===== config.mk =====
export PLATFORM = sky130hd
export DESIGN_NAME = multi_sample_iterator
export DESIGN_NICKNAME = d
export VERILOG_FILES = /design/src/rtl/multi_sample_iterator.sv
export SDC_FILE = /design/constraint.sdc
export NUM_CORES = 1
export LEC_CHECK = 0
export BUFFER_PORTS_ARGS = -buffer_cell sky130_fd_sc_hd__buf_4
export CAP_MARGIN = 20
export CELL_PAD_IN_SITES_DETAIL_PLACEMENT = 0
export CELL_PAD_IN_SITES_GLOBAL_PLACEMENT = 1
export CORE_AREA = 10 10 291 293
export DETAILED_ROUTE_END_ITERATION = 6
export DIE_AREA = 0 0 301 303
export GPL_TIMING_DRIVEN = 0
export PLACE_DENSITY = 0.71
export SYNTH_ARGS = -nofsm -noshare
export SYNTH_HDL_FRONTEND = slang
export SYNTH_SLANG_ARGS = --single-unit

===== constraint.sdc =====
create_clock -name clk -period 5.6 [get_ports clk]
set_input_delay 1.12 -clock clk [delete_from_list [all_inputs] [get_ports clk]]
set_output_delay 1.12 -clock clk [all_outputs]
set_load 0.02 [all_outputs]

===== src/rtl/multi_sample_iterator.sv =====
// Walks a triangle's bounding box in raster order, emitting SAMPLES sample
// positions per cycle and holding the triangle and color steady for the pass.
module multi_sample_iterator #(
   parameter int SIGFIG  = 24,
   parameter int RADIX   = 10,
   parameter int VERTS   = 3,
   parameter int AXIS    = 3,
   parameter int COLORS  = 3,
   parameter int SAMPLES = 2
) (
   input  logic                                               clk,
   input  logic                                               rst,
   input  logic signed [VERTS-1:0][AXIS-1:0][SIGFIG-1:0]      tri_R13S,
   input  logic        [COLORS-1:0][SIGFIG-1:0]               color_R13U,
   input  logic signed [1:0][1:0][SIGFIG-1:0]                 box_R13S,
   input  logic        [3:0]                                  subSample_R13U,
   input  logic                                               validTri_R13H,
   output logic                                               halt_R13H,
   output logic signed [VERTS-1:0][AXIS-1:0][SIGFIG-1:0]      tri_R14S,
   output logic        [COLORS-1:0][SIGFIG-1:0]               color_R14U,
   output logic signed [SAMPLES-1:0][1:0][SIGFIG-1:0]         sample_R14S,
   output logic        [SAMPLES-1:0]                          validSamp_R14H
);

   typedef enum logic {ST_WAIT, ST_TEST} state_e;

   localparam logic [SIGFIG-1:0] ONE = SIGFIG'(1);

   state_e                                          state_q;
   logic signed [VERTS-1:0][AXIS-1:0][SIGFIG-1:0]   tri_q;
   logic        [COLORS-1:0][SIGFIG-1:0]            color_q;
   logic signed [SIGFIG-1:0]                        ll_x_q, ur_x_q, ur_y_q;
   logic signed [SIGFIG-1:0]                        step_q, x_q, y_q;

   logic signed [SIGFIG-1:0]                        in_ll_x, in_ll_y, in_ur_x, in_ur_y;
   logic signed [SIGFIG-1:0]                        step_d, row_x_d, next_y_d, lane_x;
   logic                                            box_ok;

   assign in_ll_x = $signed(box_R13S[0][0]);
   assign in_ll_y = $signed(box_R13S[0][1]);
   assign in_ur_x = $signed(box_R13S[1][0]);
   assign in_ur_y = $signed(box_R13S[1][1]);
   assign box_ok  = (in_ll_x <= in_ur_x) && (in_ll_y <= in_ur_y);

   // Non-one-hot spacing codes fall back to one sample per pixel.
   always_comb begin
      case (subSample_R13U)
         4'b1000: step_d = ONE << RADIX;
         4'b0100: step_d = ONE << (RADIX - 1);
         4'b0010: step_d = ONE << (RADIX - 2);
         4'b0001: step_d = ONE << (RADIX - 3);
         default: step_d = ONE << RADIX;
      endcase
   end

   // NOTE: lane_x is a blocking running sum inside always_comb; it is assigned
   // before any read, so no latch is inferred and each lane sees the prior value.
   always_comb begin
      lane_x = x_q;
      for (int k = 0; k < SAMPLES; k++) begin
         sample_R14S[k][0] = lane_x;
         sample_R14S[k][1] = y_q;
         validSamp_R14H[k] = (state_q == ST_TEST) && (lane_x <= ur_x_q);
         lane_x            = lane_x + step_q;
      end
      row_x_d = lane_x;
   end

   assign next_y_d   = y_q + step_q;
   assign halt_R13H  = (state_q == ST_TEST);
   assign tri_R14S   = tri_q;
   assign color_R14U = color_q;

   // NOTE: every register, including the latched triangle data, is cleared by
   // reset so all R14 outputs read zero while rst is low.
   always_ff @(posedge clk or negedge rst) begin
      if (!rst) begin
         state_q <= ST_WAIT;
         tri_q   <= '0;
         color_q <= '0;
         ll_x_q  <= '0;
         ur_x_q  <= '0;
         ur_y_q  <= '0;
         step_q  <= '0;
         x_q     <= '0;
         y_q     <= '0;
      end else begin
         case (state_q)
            ST_WAIT: begin
               if (validTri_R13H && box_ok) begin
                  tri_q   <= tri_R13S;
                  color_q <= color_R13U;
                  ll_x_q  <= in_ll_x;
                  ur_x_q  <= in_ur_x;
                  ur_y_q  <= in_ur_y;
                  step_q  <= step_d;
                  x_q     <= in_ll_x;
                  y_q     <= in_ll_y;
                  state_q <= ST_TEST;
               end
            end
            ST_TEST: begin
               if (row_x_d <= ur_x_q) begin
                  x_q <= row_x_d;
               end else if (next_y_d > ur_y_q) begin
                  state_q <= ST_WAIT;
               end else begin
                  x_q <= ll_x_q;
                  y_q <= next_y_d;
               end
            end
            default: state_q <= ST_WAIT;
         endcase
      end
   end

endmodule


; After elaboration in Yosys (flattened, before gate mapping)
; Cells that the tools add are included.
[op_classes]
n_reduce_logical = 7
bitwise_logic = 1
n_lt_le_gt_ge = 6
n_addsub = 3
n_mux = 13
eq_ne = 7
[op_table]
columns = op, count
row1 = 2-to-1 mux 24 bit, 6
row2 = less-or-equal comparator 24 bit, 5
row3 = case mux 24 bit (2 select lines), 2
row4 = adder 24 bit, 3
row5 = case mux 11 bit (3 select lines), 1
row6 = greater-than comparator 24 bit, 1
row7 = "!= test 2 bit, second input constant", 3
row8 = "equality test 4 x 1 -> 1 bit, second input constant", 1
row9 = "equality test 4 x 2 -> 1 bit, second input constant", 1
row10 = "equality test 4 x 3 -> 1 bit, second input constant", 1
row11 = logical AND 1 bit, 4
row12 = AND reduction 2 bit, 2
row13 = 2-to-1 mux 1 bit, 3
row14 = "!= test 3 bit, second input constant", 1
row15 = AND reduction 3 bit, 1
row16 = case mux 1 bit (2 select lines), 1
row17 = inverter 1 bit, 1
[word_totals]
reg_bits = 433
elab_cells = 56
output_inout_bits = 387
inputBits = 391

; Depth between registers and ports, before layout
; Gate-level depths: netlist of run 1.
[logic_depth]
word_depth = 5
ltp_mapped = 24
ltp_nobuf = 21

; Worst setup path before layout of run 1
; No wires, ideal clock.
[synth_path]
path_type = reg2reg
startpoint = register x_q[7]
endpoint = register x_q[3]
path_stages_with_launch = 21
arrival_time_ns = 5.484
path_slack_ns = -0.009
synth_period_minus_slack_ns = 5.609
n_path_buf = 1
setup_time_ns = 0.125
path_cell_list = dfrtp_1 -> ha_1 -> fa_1 -> inv_1 -> fa_1 -> nand2b_1 -> a21oi_1 -> o2111ai_1 -> a22oi_1 -> nand4_1 -> xor2_1 -> ha_1 -> nand4_1 -> nor2_1 -> a211o_1 -> a211o_1 -> mux2i_4 -> nor4_4 -> o21bai_1 -> buf_4 -> mux2_2
[synth_rtl]
columns = element, line
row1 = from (decl), 33  ; logic signed [SIGFIG-1:0] step_q, x_q, y_q;
row2 = from (signal assigned), 97  ; x_q <= in_ll_x;
row3 = from (signal assigned), 104  ; x_q <= row_x_d;
row4 = from (signal assigned), 108  ; x_q <= ll_x_q;

; Final worst setup path of run 1
[layout_path]
startpoint = register step_q[9]
endpoint = output validSamp_R14H[1]
[layout_via]
elab_chain_cells = 3
[layout_rtl]
columns = element, line
row1 = from (decl), 33
row2 = from (signal assigned), 96  ; step_q <= step_d;
row3 = adder 24 bit, 64  ; lane_x = lane_x + step_q;
row4 = less-or-equal comparator 24 bit, 63  ; validSamp_R14H[k] = (state_q == ST_TEST) && (lane_x <= ur_x_q);
row5 = logical AND 1 bit, 63
row6 = to (decl), 22  ; output logic [SAMPLES-1:0] validSamp_R14H
; No other way between the ends.

==> impl_metrics.toml, run 1 <==
[place]
post-dp-hpwl_microns = 81000
finalWeightedCongestion = 0.895
io_buffers = 777
placed_cells = 3572

[clocking]
clkSlewWorstSetupHoldPaths_ns = 0.06
cts-buffers-inserted = 47
tritoncts = "done"
cts_hold_repair.buffers = 0
cts_sinks = 413
cts-htree-levels = 2
clockRootBuffer = "sky130_fd_sc_hd__clkbuf_16"
clock_insertion_delay_worst_skew_ns = 0.58
clock_tree.buffer_depth = 3

[worst_setup_path]
regToRegStartpoint = "x_q[8]"
worst_setup_ep = "validSamp_R14H[1]"
criticalPathCategory = "flop to primary output"
number_of_cell_instances_on_the_worst_register_to_register_path = 22
reg2reg_setup_slack_ns = 0.11
worst_ep_required_time_ns = 4.48
worstSetupStartpoint = "step_q[9]"
crit_path_start_kind = "flop"
timing.critical_path.to_type = "primary output"
timing.critical_path.fanout_max = 10
endpoint_of_the_lowest_slack_register_to_register_path = "x_q[8]"
cp_data_arrival_time_ns = 4.39

[routing]
detailroute.via_count = 17600
drt-vias-per-instance = 4.75
routed_wl_microns = 97900
remaining_drc_errors = 0
wire_per_inst_microns = 26.4
drt_first_iter_violations = 920
antenna_left = 0
first_pass_iteration_count_of_the_detailed_router = 5

[timing]
finalCriticalPeriod_ns = 5.51
hold_violations = 0
max_freq_mhz = 181
finalMaxSlewViolations = 0
worst-slew-pin-transition_ns = 0.892
slew-limit-headroom_pct = 40.5
final_min_period_over_clock_period_pct = 98.4
report.final.setup_viol = 0
timing.clock.skew_ns = 0.0162
rsz0062_at_grt = "true"

[flow_run]
max_cap_viol_count = 0

[logic_synthesis]
synth_sequential_area_ratio_pct = 46.7
synth-edff-count = 0
commonest_register_cell_after_synthesis = "sky130_fd_sc_hd__dfrtp_1"
synth_cells = 1741
yosys_warnings = 0
cell_types_with_the_largest_area_share_after_synthesis = "sky130_fd_sc_hd__dfrtp_1 47%, sky130_fd_sc_hd__mux2_4 18%, sky130_fd_sc_hd__ha_1 8.0%"
synth_cell_type_count = 72
synth_top_area_share_pct = 46.7
synth.net_count = 2276
synth_seq_cells = 413
syn_area_sq_um = 22100
syn_avg_cell_area_sq_um = 12.7
yosysTopAreaCell = "sky130_fd_sc_hd__dfrtp_1"
synth_async_sr_flop_share_pct = 100

[pwr]
power.leakage_nw = 16.1
total_power_mw = 21.5
vdd_ir_drop_max_v = 0.000410
pwr_density_cell_nw_per_um2 = 677

[floorplan]
core_area_sq_um = 78600
die-width_microns = 301
initial_core_util_pct = 28.1
pin_count = 778
std_cell_rows = 103
die_h_microns = 303
floorplan.die_area_sq_um = 91200

[final_layout]
layout-drive-gt1-share_pct = 53.2
area_growth_syn_to_layout_pct = 43.4
post_layout_nonfiller_instances = 3706
final_net_count = 3143

[grt]
grt.total_usage_pct = 20.4
grt_antenna_before_repair = 21
number_of_global_route_vias_before_repair = 19300
met3_track_demand_over_resource_pct = 5.62
grt_start_max_net_pins = 115
grt-ovfl-total = 0
gr-max-usage-layer = "met2"
grt_first_pass_wirelength_microns = 137000
met2_usage_pct = 36.4
gr-usage-met1_pct = 23.6

[hold_path]
hold_class = "input port to asynchronous set/reset pin"

[run_status]
status = "finished, final reports clean"
==> report_power, final <==
part / leakage (nW) / internal (mW) / switching [mW]
combinational: 10.4 / 5.91 / 6.62
clock: 0.779 / 1.88 / 1.33
sequential: 4.94 / 4.50 / 1.26
total: 16.1 / 12.3 / 9.21
==> per-layer routing <==
metal	vias up	routed length, microns
met2	607	50600
met1	8896	38200
li1	7955	-
met5	-	123
met3	131	6610
met4	22	2340
==> synth_stat cells (30+ instances only) <==
| cell type | number |
|---|---|
| sky130_fd_sc_hd__dfrtp_1 | 413 |
| sky130_fd_sc_hd__mux2_4 | 260 |
| sky130_fd_sc_hd__ha_1 | 141 |
| sky130_fd_sc_hd__inv_1 | 137 |
| sky130_fd_sc_hd__o21ai_0 | 122 |
| sky130_fd_sc_hd__mux2_2 | 90 |
| sky130_fd_sc_hd__a21oi_1 | 63 |
| sky130_fd_sc_hd__a21o_1 | 39 |
| sky130_fd_sc_hd__nand2_1 | 37 |
| sky130_fd_sc_hd__nor2_1 | 37 |
| sky130_fd_sc_hd__nand4_1 | 36 |
| sky130_fd_sc_hd__buf_4 | 33 |
| sky130_fd_sc_hd__buf_6 | 30 |
==> per-stage QoR <==
stage / hold WS (ns) / TNS, ns / utilization, % / setup WS [ns] / cell area, sq um
after detailed placement: 0.494 / -44.40 / 37.4 / -1.34 / 29400
after global routing: 0.514 / -0.254 / 40.3 / -0.0555 / 31700
after global placement: 0.480 / -341.30 / 37.2 / -1.33 / 29300
after CTS: 0.508 / 0 / 39.8 / 0.00246 / 31300
after floorplan: 0.473 / 0 / - / 0.0634 / 22100
final: 0.497 / 0 / 40.4 / 0.0876 / 31700
==> sequential cells by signal, summed over array words and instances (netlist names) <==
name,flops
color_R14U,72
halt_R13H,1
ll_x_q,24
step_q,4
tri_R14S,216
ur_x_q,24
ur_y_q,24
x_q,24
y_q,24
==> worst max-delay path: stages (launching register included) <==
cell	delay, ns
sky130_fd_sc_hd__dfrtp_2	0.45
sky130_fd_sc_hd__ha_2	0.32
sky130_fd_sc_hd__buf_4	0.19
sky130_fd_sc_hd__a211oi_4	0.08
sky130_fd_sc_hd__buf_6	0.14
sky130_fd_sc_hd__or3_4	0.40
sky130_fd_sc_hd__nor4_4	0.27
sky130_fd_sc_hd__xnor2_2	0.17
sky130_fd_sc_hd__inv_2	0.09
sky130_fd_sc_hd__ha_4	0.29
sky130_fd_sc_hd__nand4_1	0.10
sky130_fd_sc_hd__nor2_2	0.14
sky130_fd_sc_hd__and3_4	0.21
sky130_fd_sc_hd__nand4_1	0.21
sky130_fd_sc_hd__nor4_2	0.38
sky130_fd_sc_hd__o21a_1	0.22
sky130_fd_sc_hd__buf_6	0.13
==> kinds of logic after synthesis <==
family | share of synthesized area [%]
compound gates | 8.78
xor+xnor | 1.39
fa+ha+maj | 8.25
buf+inv | 5.80
flops | 46.7
mux | 23.6
simple gates | 5.48
==> layout by cell type (no fill, tap or decap), types with 8 or more instances in the layout <==
| master | Yosys | layout |
|---|---|---|
| sky130_fd_sc_hd__nor2b_1 | 9 | 9 |
| sky130_fd_sc_hd__buf_2 | 14 | 9 |
| sky130_fd_sc_hd__buf_4 | 33 | 843 |
| sky130_fd_sc_hd__xor2_1 | 13 | 11 |
| sky130_fd_sc_hd__nand2_1 | 37 | 36 |
| sky130_fd_sc_hd__nand3_1 | 15 | 13 |
| sky130_fd_sc_hd__buf_6 | 30 | 37 |
| sky130_fd_sc_hd__mux2_4 | 260 | 260 |
| sky130_fd_sc_hd__nand4_1 | 36 | 36 |
| sky130_fd_sc_hd__clkinv_2 | 0 | 8 |
| sky130_fd_sc_hd__and3_1 | 9 | 8 |
| sky130_fd_sc_hd__nor4_1 | 11 | 8 |
| sky130_fd_sc_hd__o2bb2ai_1 | 9 | 9 |
| sky130_fd_sc_hd__a21oi_1 | 63 | 61 |
| sky130_fd_sc_hd__nor3_1 | 15 | 14 |
| sky130_fd_sc_hd__clkbuf_16 | 0 | 48 |
| sky130_fd_sc_hd__ha_1 | 141 | 133 |
| sky130_fd_sc_hd__a21o_1 | 39 | 38 |
| sky130_fd_sc_hd__clkbuf_1 | 28 | 33 |
| sky130_fd_sc_hd__mux2_2 | 90 | 90 |
| sky130_fd_sc_hd__o21ai_0 | 122 | 118 |
| sky130_fd_sc_hd__nor2_1 | 37 | 32 |
| sky130_fd_sc_hd__clkbuf_8 | 0 | 9 |
| sky130_fd_sc_hd__mux2i_1 | 24 | 24 |
| sky130_fd_sc_hd__diode_2 | 0 | 14 |
| sky130_fd_sc_hd__dfrtp_1 | 413 | 406 |
| sky130_fd_sc_hd__a31oi_1 | 9 | 9 |
| sky130_fd_sc_hd__xnor2_1 | 22 | 18 |
| sky130_fd_sc_hd__inv_1 | 137 | 134 |
==> cell type report <==
type                            count  area (sq um)
Clock buffer                       65          1360
Antenna cell                       14          35.0
Buffer                            105           800
Sequential cell                   413         10300
Tap cell                         1050          1310
Timing Repair Buffer              820          6250
Inverter                          137           514
Fill cell                        7584         46900
Multi-Input combinational cell   1084         10900
Clock inverter                     18           221
==> repair_timing <==
item | 4_1_cts | 5_1_grt
pin swaps | 15 | 21
gates resized for setup | 48 | 50
buffers inserted | 23 | 16
endpoints found under the setup margin | 43 | 42
endpoints found under the hold margin | 0 | 0
==> worst min-delay path by stage <==
stage	from	end	slack (ns)	cells past startpoint
detailed placement	tri_R14S[150]	tri_R14S[150]	0.49	1
global route	color_R14U[27]	color_R14U[27]	0.51	1
global placement	color_R14U[66]	color_R14U[66]	0.48	1
floorplan	ur_y_q[23]	ur_y_q[23]	0.47	2
CTS	color_R14U[67]	color_R14U[67]	0.51	1
finish	rst	color_R14U[2]	0.50	1
Power figures use the tool's default switching activity.
==> inputs of run 2 (changes only) <==
CORE_AREA = 10 10 290 292   (was 10 10 291 293)
DIE_AREA = 0 0 300 302   (was 0 0 301 303)
PLACE_DENSITY = 0.72   (was 0.71)
SKIP_LAST_GASP = 1   (was unset)
==> impl_metrics.toml, run 2 (synthesis gave the netlist of run 1 again) <==
[run_status]
status = "finished, final reports clean"

[pwr]
pwr_density_cell_nw_per_um2 = 681
power.leakage_nw = 16.2
vdd_ir_drop_max_v = 0.000467
total_power_mw = 21.7

[final_layout]
layout-drive-gt1-share_pct = 53.5
finish.utilization_pct = 40.7
layout.cells.most_common_list = "848 x sky130_fd_sc_hd__buf_4, 408 x sky130_fd_sc_hd__dfrtp_1, 260 x sky130_fd_sc_hd__mux2_4"
area_growth_syn_to_layout_pct = 44.1
final_net_count = 3147
mostFrequentLayoutCell = "sky130_fd_sc_hd__buf_4"
n_fill_cell = 7553
largest_reg_flops = 216

[clocking]
cts_sinks = 413
clockRootBuffer = "sky130_fd_sc_hd__clkbuf_16"
clkSlewWorstSetupHoldPaths_ns = 0.06
clock_tree.buffer_depth = 3
cts-buffers-inserted = 47
tritoncts = "done"
cts_hold_repair.buffers = 0
cts-htree-levels = 2
clock_insertion_delay_worst_skew_ns = 0.59

[routing]
detailroute.via_count = 17600
first_pass_iteration_count_of_the_detailed_router = 5
drt-vias-per-instance = 4.75
antenna_left = 0
wire_per_inst_microns = 26.0
drt_first_iter_violations = 781
remaining_drc_errors = 0
routed_wl_microns = 96400

[place]
post_place_setup_slack_ns = -1.48
post-dp-hpwl_microns = 79700
io_buffers = 777
finalWeightedCongestion = 0.894

[timing]
fin_setup_tns_ns = 0
setup_ws_ns = 0.0808
timing.clock.skew_ns = 0.0350
rsz0062_at_grt = "true"
hold_violations = 0
max_freq_mhz = 181
worst-slew-pin-transition_ns = 0.925
final_min_period_over_clock_period_pct = 98.6
finalCriticalPeriod_ns = 5.52
slew-limit-headroom_pct = 37.1
finalMaxSlewViolations = 0
report.final.setup_viol = 0

[worst_setup_path]
worst_setup_ep = "x_q[8]"
timing.critical_path.to_type = "flop"
endpoint_of_the_lowest_slack_register_to_register_path = "x_q[8]"
number_of_cell_instances_on_the_worst_register_to_register_path = 21
criticalPathCategory = "flop to flop"
reg2reg_setup_slack_ns = 0.08
timing.critical_path.fanout_max = 5
worst_ep_required_time_ns = 6.06
cp_data_arrival_time_ns = 5.98
crit_path_start_kind = "flop"
worstSetupStartpoint = "step_q[7]"
regToRegStartpoint = "step_q[7]"

[floorplan]
pin_count = 778
std_cell_rows = 103
die_h_microns = 302
die-width_microns = 300
floorplan.die_area_sq_um = 90600
core_area_sq_um = 78400
initial_core_util_pct = 28.2

[grt]
grt_start_max_net_pins = 118
grt-ovfl-total = 0
grt.total_usage_pct = 20.2
grt_antenna_before_repair = 9
number_of_global_route_vias_before_repair = 19100
grt_first_pass_wirelength_microns = 136000

[hold_path]
hold_class = "flop to flop"

[flow_run]
max_cap_viol_count = 0
-- run 2: changes by cell type in the layout (fill, tap and decap cells not counted), moves of 3 or more --
cell                       change
sky130_fd_sc_hd__clkbuf_8      +5
sky130_fd_sc_hd__diode_2      -10
sky130_fd_sc_hd__buf_4         +5
sky130_fd_sc_hd__clkinv_2      -3
sky130_fd_sc_hd__ha_4          +3
-- run 2: worst min path at each step --
| stage | depth (start not counted) | from | to |
|---|---|---|---|
| after floorplan | 2 | ur_y_q[23] | ur_y_q[23] |
| after global placement | 1 | color_R14U[66] | color_R14U[66] |
| after detailed placement | 1 | color_R14U[66] | color_R14U[66] |
| after CTS | 1 | color_R14U[66] | color_R14U[66] |
| after global routing | 1 | tri_R14S[56] | tri_R14S[56] |
| final | 1 | color_R14U[12] | color_R14U[12] |
-- run 2: final cells by class --
type,count,area [sq um],share of cell area (%)
Multi-Input combinational cell,1084,11000,34.4
Sequential cell,413,10300,32.4
Timing Repair Buffer,825,6280,19.7
Clock buffer,69,1400,4.39
Tap cell,1050,1310,4.12
Buffer,104,788,2.47
Inverter,137,514,1.61
Clock inverter,16,263,0.824
Antenna cell,4,10.0,0.0314
-- run 2: critical path, stage by stage, from the launching register on --
cell	delay (ns)
sky130_fd_sc_hd__dfrtp_2	0.46
sky130_fd_sc_hd__ha_4	0.19
sky130_fd_sc_hd__fa_2	0.40
sky130_fd_sc_hd__buf_4	0.18
sky130_fd_sc_hd__xor2_4	0.17
sky130_fd_sc_hd__ha_4	0.31
sky130_fd_sc_hd__nand2b_4	0.06
sky130_fd_sc_hd__a21oi_4	0.24
sky130_fd_sc_hd__o2111ai_4	0.22
sky130_fd_sc_hd__a22oi_2	0.22
sky130_fd_sc_hd__nand4_1	0.17
sky130_fd_sc_hd__xor2_2	0.20
sky130_fd_sc_hd__ha_1	0.34
sky130_fd_sc_hd__nand4_1	0.18
sky130_fd_sc_hd__nor2_1	0.06
sky130_fd_sc_hd__a211o_1	0.26
sky130_fd_sc_hd__a211o_1	0.32
sky130_fd_sc_hd__mux2i_4	0.42
sky130_fd_sc_hd__buf_6	0.16
sky130_fd_sc_hd__mux2_2	0.32
sky130_fd_sc_hd__mux2_2	0.26
sky130_fd_sc_hd__mux2_2	0.26
-- run 2: report_power, final --
part / switching, mW / total, mW / internal [mW]
combinational: 6.64 / 12.6 / 5.94
clock: 1.34 / 3.35 / 2.01
sequential: 1.27 / 5.76 / 4.50
total: 9.25 / 21.7 / 12.4
-- run 2: timing repair --
item	4_1_cts	5_1_grt
endpoints found under the setup margin	43	42
buffers inserted	25	19
gates resized for setup	63	42
hold endpoints to repair	0	0
pin swaps	18	36
-- run 2: per-layer routing --
layer | vias to the layer above | wire length, microns | track usage (%)
li1 | 7952 | - | -
met4 | 6 | 3380 | 6.91
met5 | - | 34 | 0
met2 | 591 | 48800 | 35.7
met1 | 8928 | 37800 | 23.5
met3 | 125 | 6360 | 5.24
-- run 2: stage by stage --
stage | cells | hold slack, ns | cell area (sq um)
finish | 3702 | 0.505 | 31900
global route | 3701 | 0.518 | 31900
CTS | 3680 | 0.508 | 31500
detailed placement | 3572 | 0.493 | 29400
global placement | 3568 | 0.483 | 29300
floorplan | 1741 | 0.473 | 22100
==> inputs of run 3 (changes only) <==
ABC_AREA = 1   (was unset)
CORE_AREA = 10 10 294 296   (was 10 10 290 292)
DIE_AREA = 0 0 304 306   (was 0 0 300 302)
PLACE_DENSITY = 0.74   (was 0.72)
==> impl_metrics.toml, run 3 <==
[logic_synthesis]
synth_top_area_share_pct = 48.2
synth_async_sr_flop_share_pct = 100
synth-edff-count = 0
cell_types_with_the_largest_area_share_after_synthesis = "sky130_fd_sc_hd__dfrtp_1 48%, sky130_fd_sc_hd__nand2_1 24%, sky130_fd_sc_hd__ha_1 8.2%"
synth_cells = 2747
syn_avg_cell_area_sq_um = 7.80
arithmetic_cell_share_of_the_synthesized_area_counting_full_adders_half_adders_and_majority_gates_pct = 8.51
syn_area_sq_um = 21400
synth_seq_cells = 413
synth_sequential_area_ratio_pct = 48.2
top_cell_types_by_occurrence_after_synthesis = "1389 x sky130_fd_sc_hd__nand2_1, 413 x sky130_fd_sc_hd__dfrtp_1, 236 x sky130_fd_sc_hd__inv_1, 141 x sky130_fd_sc_hd__ha_1, 83 x sky130_fd_sc_hd__nor2_1"
synth_xor_xnor_area_share_pct = 0.777
commonest_register_cell_after_synthesis = "sky130_fd_sc_hd__dfrtp_1"
yosys_warnings = 0
synth_compound_gate_area_share_pct = 4.59
synth_most_common_cell = "sky130_fd_sc_hd__nand2_1"
synth.area.mux_share_pct = 0
yosysTopAreaCell = "sky130_fd_sc_hd__dfrtp_1"
synth_top_family_by_area = "simple AND/OR/NAND/NOR gates"
synth.net_count = 3282
synth_cell_type_count = 45
post_synth_and_or_nand_nor_area_fraction_pct = 29.9

[timing]
final_min_period_over_clock_period_pct = 94.1
max_freq_mhz = 190
slew-limit-headroom_pct = 45.8
rsz0062_at_grt = "false"
finalCriticalPeriod_ns = 5.27
finalMaxSlewViolations = 0
hold_violations = 0
worst-slew-pin-transition_ns = 0.813
report.final.setup_viol = 0
fin_setup_tns_ns = 0
timing.clock.skew_ns = 0.0325

[worst_setup_path]
timing.critical_path.fanout_max = 5
reg2reg_setup_slack_ns = 0.37
critical_path.top_delay_family = "simple AND/OR/NAND/NOR gates"
cp_slowest_cell = "sky130_fd_sc_hd__dfrtp_1"
cp_data_arrival_time_ns = 4.15
critical-path-top-cell-by-count = "sky130_fd_sc_hd__nand2_1"
critical_path.n_buffers_inverters = 2
timing.critical_path.to_type = "primary output"
worst_ep_required_time_ns = 4.48
crit_chain = "ha_1, fa_2, nand2_1, nand2_1, nand3_1, nor2_1, nand3_1, xor2_2, ha_1, nand4_1, nor2_1, o21ai_0, nand3_1, xnor2_1, nand2_1, nand2_1, inv_1, buf_4"
slowest_delay_ns = 0.50
criticalPathCategory = "flop to primary output"
crit_path_start_kind = "flop"

[routing]
remaining_drc_errors = 0
first_pass_iteration_count_of_the_detailed_router = 5
drt_first_iter_violations = 1363
antenna_left = 0
wire_per_inst_microns = 21.4
detailroute.via_count = 20800
routed_wl_microns = 100000
drt-vias-per-instance = 4.44

[pwr]
power.leakage_nw = 17.1
total_power_mw = 18.4
pwr_density_cell_nw_per_um2 = 607
vdd_ir_drop_max_v = 0.000284

[clocking]
cts_sinks = 413
cts-htree-levels = 2
clock_tree.buffer_depth = 3
tritoncts = "done"
cts-buffers-inserted = 50
clockRootBuffer = "sky130_fd_sc_hd__clkbuf_16"
clkSlewWorstSetupHoldPaths_ns = 0.06
clock_insertion_delay_worst_skew_ns = 0.61

[floorplan]
std_cell_rows = 104
core_area_sq_um = 80300
die-width_microns = 304
initial_core_util_pct = 26.7
floorplan.die_area_sq_um = 93000
pin_count = 778
die_h_microns = 306

[run_status]
status = "finished, final reports clean"

[grt]
number_of_global_route_vias_before_repair = 21100
grt_start_max_net_pins = 111
grt_first_pass_wirelength_microns = 146000
grt_antenna_before_repair = 8
grt-ovfl-total = 0
grt.total_usage_pct = 20.7

[hold_path]
hold_class = "flop to flop"

[final_layout]
final_net_count = 4118
n_fill_cell = 8532
largest_reg_flops = 216
layout-drive-gt1-share_pct = 27.9
post_layout_nonfiller_instances = 4683
mostFrequentLayoutCell = "sky130_fd_sc_hd__nand2_1"
area_growth_syn_to_layout_pct = 41.8
layout.cells.most_common_list = "1388 x sky130_fd_sc_hd__nand2_1, 844 x sky130_fd_sc_hd__buf_4, 413 x sky130_fd_sc_hd__dfrtp_1"

[place]
placed_cells = 4587
io_buffers = 777
finalWeightedCongestion = 0.909
post-dp-hpwl_microns = 82500

[flow_run]
max_cap_viol_count = 0
## run 3: cell types whose count changed in the layout (fill, tap and decap cells not counted), sizes merged, moves of 10 or more
cell,before,now
a211oi,12,2
a21o,39,3
clkbuf,96,84
inv,138,242
mux2,352,0
mux2i,26,0
nand2,37,1391
nand3,15,82
nor2,37,89
o21ai,124,104
o2bb2ai,10,0
xnor2,22,6
## run 3: worst register-to-register path, delay by kind of cell, from the launching register on
family | cells | cell delay, ns
adder cells (fa/ha/maj) | 4 | 1.78
AO/OA/AOI/OAI | 3 | 0.27
buffers and inverters | 2 | 0.30
AND/OR/NAND/NOR | 16 | 2.34
flip-flops | 1 | 0.48
## run 3: logic make-up after synthesis
logic type,Yosys count
flip-flops,413
adder cells (fa/ha/maj),144
XOR/XNOR,19
AND/OR/NAND/NOR,1617
AO/OA/AOI/OAI,185
buffers and inverters,369
## run 3: cell type report
cell class / count / area [sq um] / share of cell area (%)
well taps: 1060 / 1330 / 4.37
repair buffers: 784 / 5950 / 19.6
diodes: 1 / 2.50 / 0.00824
clock inverters: 20 / 224 / 0.737
plain buffers: 128 / 807 / 2.66
multi-input cells: 1965 / 9410 / 31.0
inverters: 241 / 905 / 2.98
clock buffers: 71 / 1410 / 4.64
flip-flops and latches: 413 / 10300 / 34.0
## run 3: power by group
| part | leakage (nW) | internal (mW) | switching [mW] |
|---|---|---|---|
| Clock | 0.804 | 1.90 | 1.39 |
| Sequential | 5.15 | 4.37 | 1.06 |
| Combinational | 11.1 | 3.75 | 5.96 |
| Total | 17.1 | 10.0 | 8.42 |
## run 3: path summary, 6_finish.rpt
kind,startpoint,to,cells past startpoint
min in group asynchronous,rst,ur_y_q[17],1
min reg2reg,tri_R14S[204],tri_R14S[204],2
max reg2reg,step_q[7],y_q[20],25
max,step_q[7],validSamp_R14H[1],18
min,tri_R14S[204],tri_R14S[204],2
max in group asynchronous,rst,tri_R14S[134],3
## run 3: routing by layer
metal	wire length, microns	track usage, %	vias up
met5	89	0	-
met4	2520	5.18	14
met3	6710	5.62	102
met2	51900	38.1	579
met1	39000	23.2	9908
li1	-	-	10200
## run 3: through the flow
step / cell area (sq um) / setup WS (ns) / utilization (%) / hold slack, ns
finish: 30400 / 0.328 / 37.8 / 0.477
global route: 30400 / 0.00362 / 37.8 / 0.492
CTS: 30300 / 0.0733 / 37.7 / 0.481
detailed placement: 28700 / 0.104 / 35.7 / 0.465
global placement: 28600 / -1.30 / 35.6 / 0.463
floorplan: 21400 / 0.900 / - / 0.449
## run 3: what timing repair did
| action | in CTS | in global routing |
|---|---|---|
| setup endpoints to repair | 0 | 43 |
| gates resized for setup | 0 | 7 |
| hold buffers | 0 | 0 |
| buffers inserted | 0 | 4 |
